<file path="config.mk">
export PLATFORM = sky130hd
export DESIGN_NAME = clk_div_gen
export DESIGN_NICKNAME = d
export VERILOG_FILES = /design/src/rtl/clk_gen_pkg.sv /design/src/rtl/clk_div_ch.sv /design/src/rtl/clk_div_gen.sv
export SDC_FILE = /design/constraint.sdc
export NUM_CORES = 1
export LEC_CHECK = 0
export ABC_AREA = 1
export CAP_MARGIN = 20
export CORE_ASPECT_RATIO = 1.2
export CORE_MARGIN = 1
export CORE_UTILIZATION = 59
export CTS_BUF_LIST = sky130_fd_sc_hd__clkbuf_4
export DETAILED_ROUTE_END_ITERATION = 6
export PLACE_DENSITY = 0.89
export SYNTH_ARGS = -nofsm -noshare
export SYNTH_HDL_FRONTEND = slang
export SYNTH_SLANG_ARGS = --single-unit
</file>
<file path="constraint.sdc">
create_clock -name clk_in -period 4.4 [get_ports clk_in]
set_clock_uncertainty 0.1 [all_clocks]
set_input_delay 0.88 -clock clk_in [delete_from_list [all_inputs] [get_ports clk_in]]
set_output_delay 0.88 -clock clk_in [all_outputs]
set_load 0.005 [all_outputs]
</file>
<file path="src/rtl/clk_gen_pkg.sv">
// Shared defaults and helpers for the multi-channel clock-divider generator.
package clk_gen_pkg;

  localparam int unsigned CNT_W_DEF = 8;
  localparam int unsigned DIV_W_DEF = 3;

  // Limit a requested select to the widest divide the counter supports.
  function automatic int unsigned sel_clamp(input int unsigned sel, input int unsigned cnt_w);
    return (sel > cnt_w - 1) ? cnt_w - 1 : sel;
  endfunction

  // True when the low (sel+1) bits of the next count are all zero.
  function automatic logic is_boundary(input logic [31:0] cnt_next, input int unsigned sel);
    logic [32:0] mask;
    mask = (33'd1 << (sel + 1)) - 33'd1;
    return ({1'b0, cnt_next} & mask) == 33'd0;
  endfunction

endpackage

</file>
<file path="src/rtl/clk_div_ch.sv">
// One divided-clock channel: boundary-gated enable, registered output and edge strobes.
module clk_div_ch
  import clk_gen_pkg::*;
#(
  parameter int unsigned CNT_W = CNT_W_DEF,
  parameter int unsigned DIV_W = DIV_W_DEF
) (
  input  logic             clk_in,
  input  logic             reset,
  input  logic [CNT_W-1:0] cnt_next,
  input  logic [DIV_W-1:0] sel,
  input  logic             ch_en,
  output logic             clk_out,
  output logic             rise_stb,
  output logic             fall_stb
);

  logic active_en;
  logic en_nxt;
  logic out_nxt;

  // Enable only changes at a period start, where the output is low anyway,
  // so neither enabling nor disabling can cut a phase short.
  always_comb begin
    en_nxt = active_en;
    if (is_boundary(32'(cnt_next), 32'(sel))) en_nxt = ch_en;
    out_nxt = en_nxt & (|(cnt_next & (CNT_W'(1) << sel)));
  end

  always_ff @(posedge clk_in) begin
    if (reset) begin
      active_en <= 1'b0;
      clk_out   <= 1'b0;
      rise_stb  <= 1'b0;
      fall_stb  <= 1'b0;
    end else begin
      active_en <= en_nxt;
      clk_out   <= out_nxt;
      rise_stb  <= ~clk_out & out_nxt;
      fall_stb  <= clk_out & ~out_nxt;
    end
  end

endmodule

</file>
<file path="src/rtl/clk_div_gen.sv">
// Multi-channel phase-aligned clock divider with wrap-synchronous reprogramming.
module clk_div_gen
  import clk_gen_pkg::*;
#(
  parameter int unsigned             N_CH    = 3,
  parameter int unsigned             CNT_W   = CNT_W_DEF,
  parameter int unsigned             DIV_W   = DIV_W_DEF,
  parameter logic [N_CH*DIV_W-1:0]   DEF_SEL = {3'd2, 3'd1, 3'd0}
) (
  input  logic                   clk_in,
  input  logic                   reset,
  input  logic [N_CH*DIV_W-1:0]  div_sel,
  input  logic                   load,
  input  logic [N_CH-1:0]        ch_en,
  output logic [N_CH-1:0]        clk_out,
  output logic [N_CH-1:0]        rise_stb,
  output logic [N_CH-1:0]        fall_stb,
  output logic                   busy,
  output logic                   cfg_err
);

  logic [CNT_W-1:0]       cnt;
  logic [CNT_W-1:0]       cnt_next;
  logic [N_CH*DIV_W-1:0]  sel_act;
  logic [N_CH*DIV_W-1:0]  sel_eff;
  logic [N_CH*DIV_W-1:0]  pending;
  logic [N_CH*DIV_W-1:0]  clamped;
  logic                   clamp_hit;
  logic                   apply;

  // Channels see the pending selects in the apply cycle itself so the new
  // ratios take effect on the same update that wraps the counter to zero.
  always_comb begin
    cnt_next = cnt + CNT_W'(1);
    apply    = busy & (cnt_next == '0);
    sel_eff  = apply ? pending : sel_act;
  end

  always_comb begin
    clamped   = '0;
    clamp_hit = 1'b0;
    for (int unsigned i = 0; i < N_CH; i++) begin
      clamped[i*DIV_W +: DIV_W] = DIV_W'(sel_clamp(32'(div_sel[i*DIV_W +: DIV_W]), CNT_W));
      if (32'(div_sel[i*DIV_W +: DIV_W]) > CNT_W - 1) clamp_hit = 1'b1;
    end
  end

  // A load coinciding with an apply becomes the next pending value, so the
  // load assignments come after the apply ones.
  always_ff @(posedge clk_in) begin
    if (reset) begin
      cnt     <= '0;
      sel_act <= DEF_SEL;
      pending <= '0;
      busy    <= 1'b0;
      cfg_err <= 1'b0;
    end else begin
      cnt     <= cnt_next;
      cfg_err <= load & clamp_hit;
      if (apply) begin
        sel_act <= pending;
        busy    <= 1'b0;
      end
      if (load) begin
        pending <= clamped;
        busy    <= 1'b1;
      end
    end
  end

  for (genvar g = 0; g < N_CH; g++) begin : g_ch
    clk_div_ch #(
      .CNT_W (CNT_W),
      .DIV_W (DIV_W)
    ) u_ch (
      .clk_in   (clk_in),
      .reset    (reset),
      .cnt_next (cnt_next),
      .sel      (sel_eff[g*DIV_W +: DIV_W]),
      .ch_en    (ch_en[g]),
      .clk_out  (clk_out[g]),
      .rise_stb (rise_stb[g]),
      .fall_stb (fall_stb[g])
    );
  end

endmodule
</file>
==> reports/qor.txt <==
Status: finished, final reports clean
Largest family of logic cells by synthesized area: simple AND/OR/NAND/NOR gates
Slew @ Worst Pin: 0.522 ns
Vias in the first global route: 2,076
CTS Root Cell: clkbuf_4
CTS HTree Levels: 2
Avg Cell Area, Syn: 6.63 um^2
Postcts setup bufs: 0
Relative slew slack: 65.2%
Remaining DRCs: 0
Fin nets: 421
Fillers: 362
Cell variety after synth: 33
Worst path top cell family by delay: simple AND/OR/NAND/NOR gates
Number of port buffers: 24
XOR/XNOR Fraction of Synth Area: 0%
Wire length per cell: 12.5 um
GP Congestion: 1.02
Crit. End Element: flip-flop
Crit Path Category: reg2reg
Post-synthesis async set-or-reset flop share: 0%
Via density: 5.40
Largest area contributor in the netlist: dfxtp_1
Crit share post-route: 88.7%
Routed Antenna Nets: 0
# hold bufs at CTS: 0
Ordered cell list for the critical path: ha_1 > nand2_1 > nand2_2 > nand3_2 > nor2_2 > nand4_4 > nand2_1 > nand2_2 > nor2_4 > ha_1 > inv_1 > nand3_2 > ha_1 > o21ai_0 > nor2_1 > nand3_1 > nor2_2 > nand3_1 > nand2_1 > nand3_2 > nor2_2
Multi-input combinational cell area: 1450 um^2
Net Count, Synth: 406
TritonCTS Buffers: 5
DIE HEIGHT: 73.9 um
DIE AREA: 4570 um^2
Part of the power in registers: 56.3%
CTS sink cnt: 39
Post-synthesis cell area: 2540 um^2
Worst path buffer plus inverter count: 1
EDFF count, synth: 0
Pre-Repair DR Iteration Count: 5
Synth Area in Compound Gates: 9.81%
Max_cap viols: 0
Yosys reg bits: 39
Clk pwr share: 25.4%
Register area share after synthesis: 30.8%
Layout cells sized above 1: 13.3%
TritonCTS clock tree: built
Largest net degree at the start of global routing: 23
Final Setup Violations: 0
Cells after DPL: 445
Critical path arrival: 4.10 ns
Gate count of the mapped netlist: 383
Worst vdd ir: 0.190 mV
Worst Setup Start Kind: flip-flop
Initial Utilization: 62.9%
Most frequent cell after synthesis: nand2_1
Final Max Slew Viols: 0
HPWL after detailed placement: 4270 um
Slowest CP cell: dfxtp_2
Finished Layout Cells: 452
Required time of the critical path: 4.59 ns
Int Pwr: 0.000475 W
Die Span X: 61.9 um
I/O Pins: 26
Initial antenna violation count: 0
Rows: 25
DR iter-0 viols: 157
Crit-path max cell delay: 0.46 ns
Routed WL: 5640 um
Pwr dens: 242 nW/um^2
CTS max path bufs: 2
Area share of fa/ha/maj cells after synthesis: 3.94%
Clk_lat worst skew: 0.36 ns
Lkg Pwr: 1.30 nW
Hold violation total from the final report: 0
Core Area: 4040 um^2
Combinational power share: 18.3%
Ys flop type: dfxtp_1
Sw Share: 29.7%
Grt ovf: 0
Top cells by area, synth: dfxtp_1, nand2_1, nand3_1, inv_1, nor2_1
N_diodes: 0
Fmax: 0.256 GHz
Area delta synth->final: 9.96%
Commonest cells post-synth: nand2_1, nand3_1, inv_1, dfxtp_1, nor2_1
Register area: 782 um^2
Top cell type's share of synthesized area: 30.8%
GRT Util Overall: 27.0%
Global-route wire length before repair: 9160 um
Post-synthesis simple-gate area fraction: 43.2%
RSZ-0062 raised after global routing: false
Yosys warnings: 0
Hold Path Class: reg2reg
Mux contribution to synthesized area: 0%
CP max FO: 19
Clock transition at the registers of the reported paths: 0.12 ns
Psw: 0.000200 W
Setup_tns: 0 ns
Vias: 2,441
Min Tclk post-route: 3.90 ns
==> sequential cells by signal, summed over array words and instances, names as in the netlist <==
register,flops
sel_act,9
pending,9
g_ch.u_ch.active_en,3
g_ch.u_ch.rise_stb,3
busy,1
g_ch.u_ch.fall_stb,3
cnt,8
g_ch.u_ch.clk_out,3
==> layout make-up <==
type	instances	area share, %
clock inverter	2	0.314
clock buffer	5	1.34
multi-input combinational	275	51.9
timing repair buffer	25	8.87
inverter	52	7.08
tap	54	2.42
sequential	39	28.0
==> final timing paths <==
kind,slack [ns],end,cells past startpoint,startpoint
setup / recovery,0.50,g_ch[2].u_ch.rise_stb$_SDFF_PP0_,21,cnt[0]$_SDFF_PP0_
hold / removal,0.34,g_ch[0].u_ch.rise_stb$_SDFF_PP0_,1,g_ch[0].u_ch.clk_out$_SDFF_PP0_
setup reg to reg,0.50,g_ch[2].u_ch.rise_stb$_SDFF_PP0_,21,cnt[0]$_SDFF_PP0_
hold reg to reg,0.34,g_ch[0].u_ch.rise_stb$_SDFF_PP0_,1,g_ch[0].u_ch.clk_out$_SDFF_PP0_
==> power by group through the flow <==
stage | Clock (W) | Combinational (W) | Sequential, W
after global placement | 0 | 0.000118 | 0.000387
after floorplan | 0 | 0.0000907 | 0.000383
final | 0.000171 | 0.000124 | 0.000380
after global routing | 0.000188 | 0.000138 | 0.000383
after detailed placement | 0 | 0.000122 | 0.000388
after CTS | 0.000175 | 0.000122 | 0.000380
==> cell families after synthesis <==
family / after synthesis
buf+inv: 69
flops: 39
fa+ha+maj: 8
simple gates: 229
compound gates: 37
other cells: 1
==> layer usage <==
layer  vias up  global-route usage (%)  share of wire (%)  wire length [um]
met5         -                       0                  0                 0
met4         0                    11.6                2.1               117
met3        11                    5.11                6.5               364
met2        97                    44.0                 48              2720
met1      1088                    34.0                 43              2440
li1       1245                       -                  -                 -
==> layout by cell type (no fill, tap or decap), drive strengths merged <==
master	n
nand2	110
a21oi	12
clkdlybuf4s50	24
clkbuf	5
ha	8
nor3	2
clkinv	2
nand3	52
inv	52
o21bai	2
nor2	52
o221ai	1
buf	1
conb	1
o31ai	1
dfxtp	39
o211ai	1
nand4	13
o22ai	1
o21ai	19
==> metrics by stage <==
stage          setup slack, ns  power, W  hold slack [ns]  cell area [um^2]  utilization, %
2_1_floorplan             1.08  0.000474            0.314              2540               -
3_3_place_gp             0.626  0.000506            0.321              2740            68.0
3_5_place_dp             0.417  0.000510            0.325              2740            68.0
4_1_cts                  0.374  0.000677            0.341              2790            69.1
5_1_grt                  0.130  0.000709            0.374              2790            69.2
6_report                 0.497  0.000675            0.337              2790            69.2
==> timing repair <==
| action | CTS | global route |
|---|---|---|
| resized for setup | 0 | 1 |
| endpoints found under the setup margin | 0 | 3 |
| hold endpoints to repair | 0 | 0 |
Note: power is estimated with default switching activity, not from simulation.
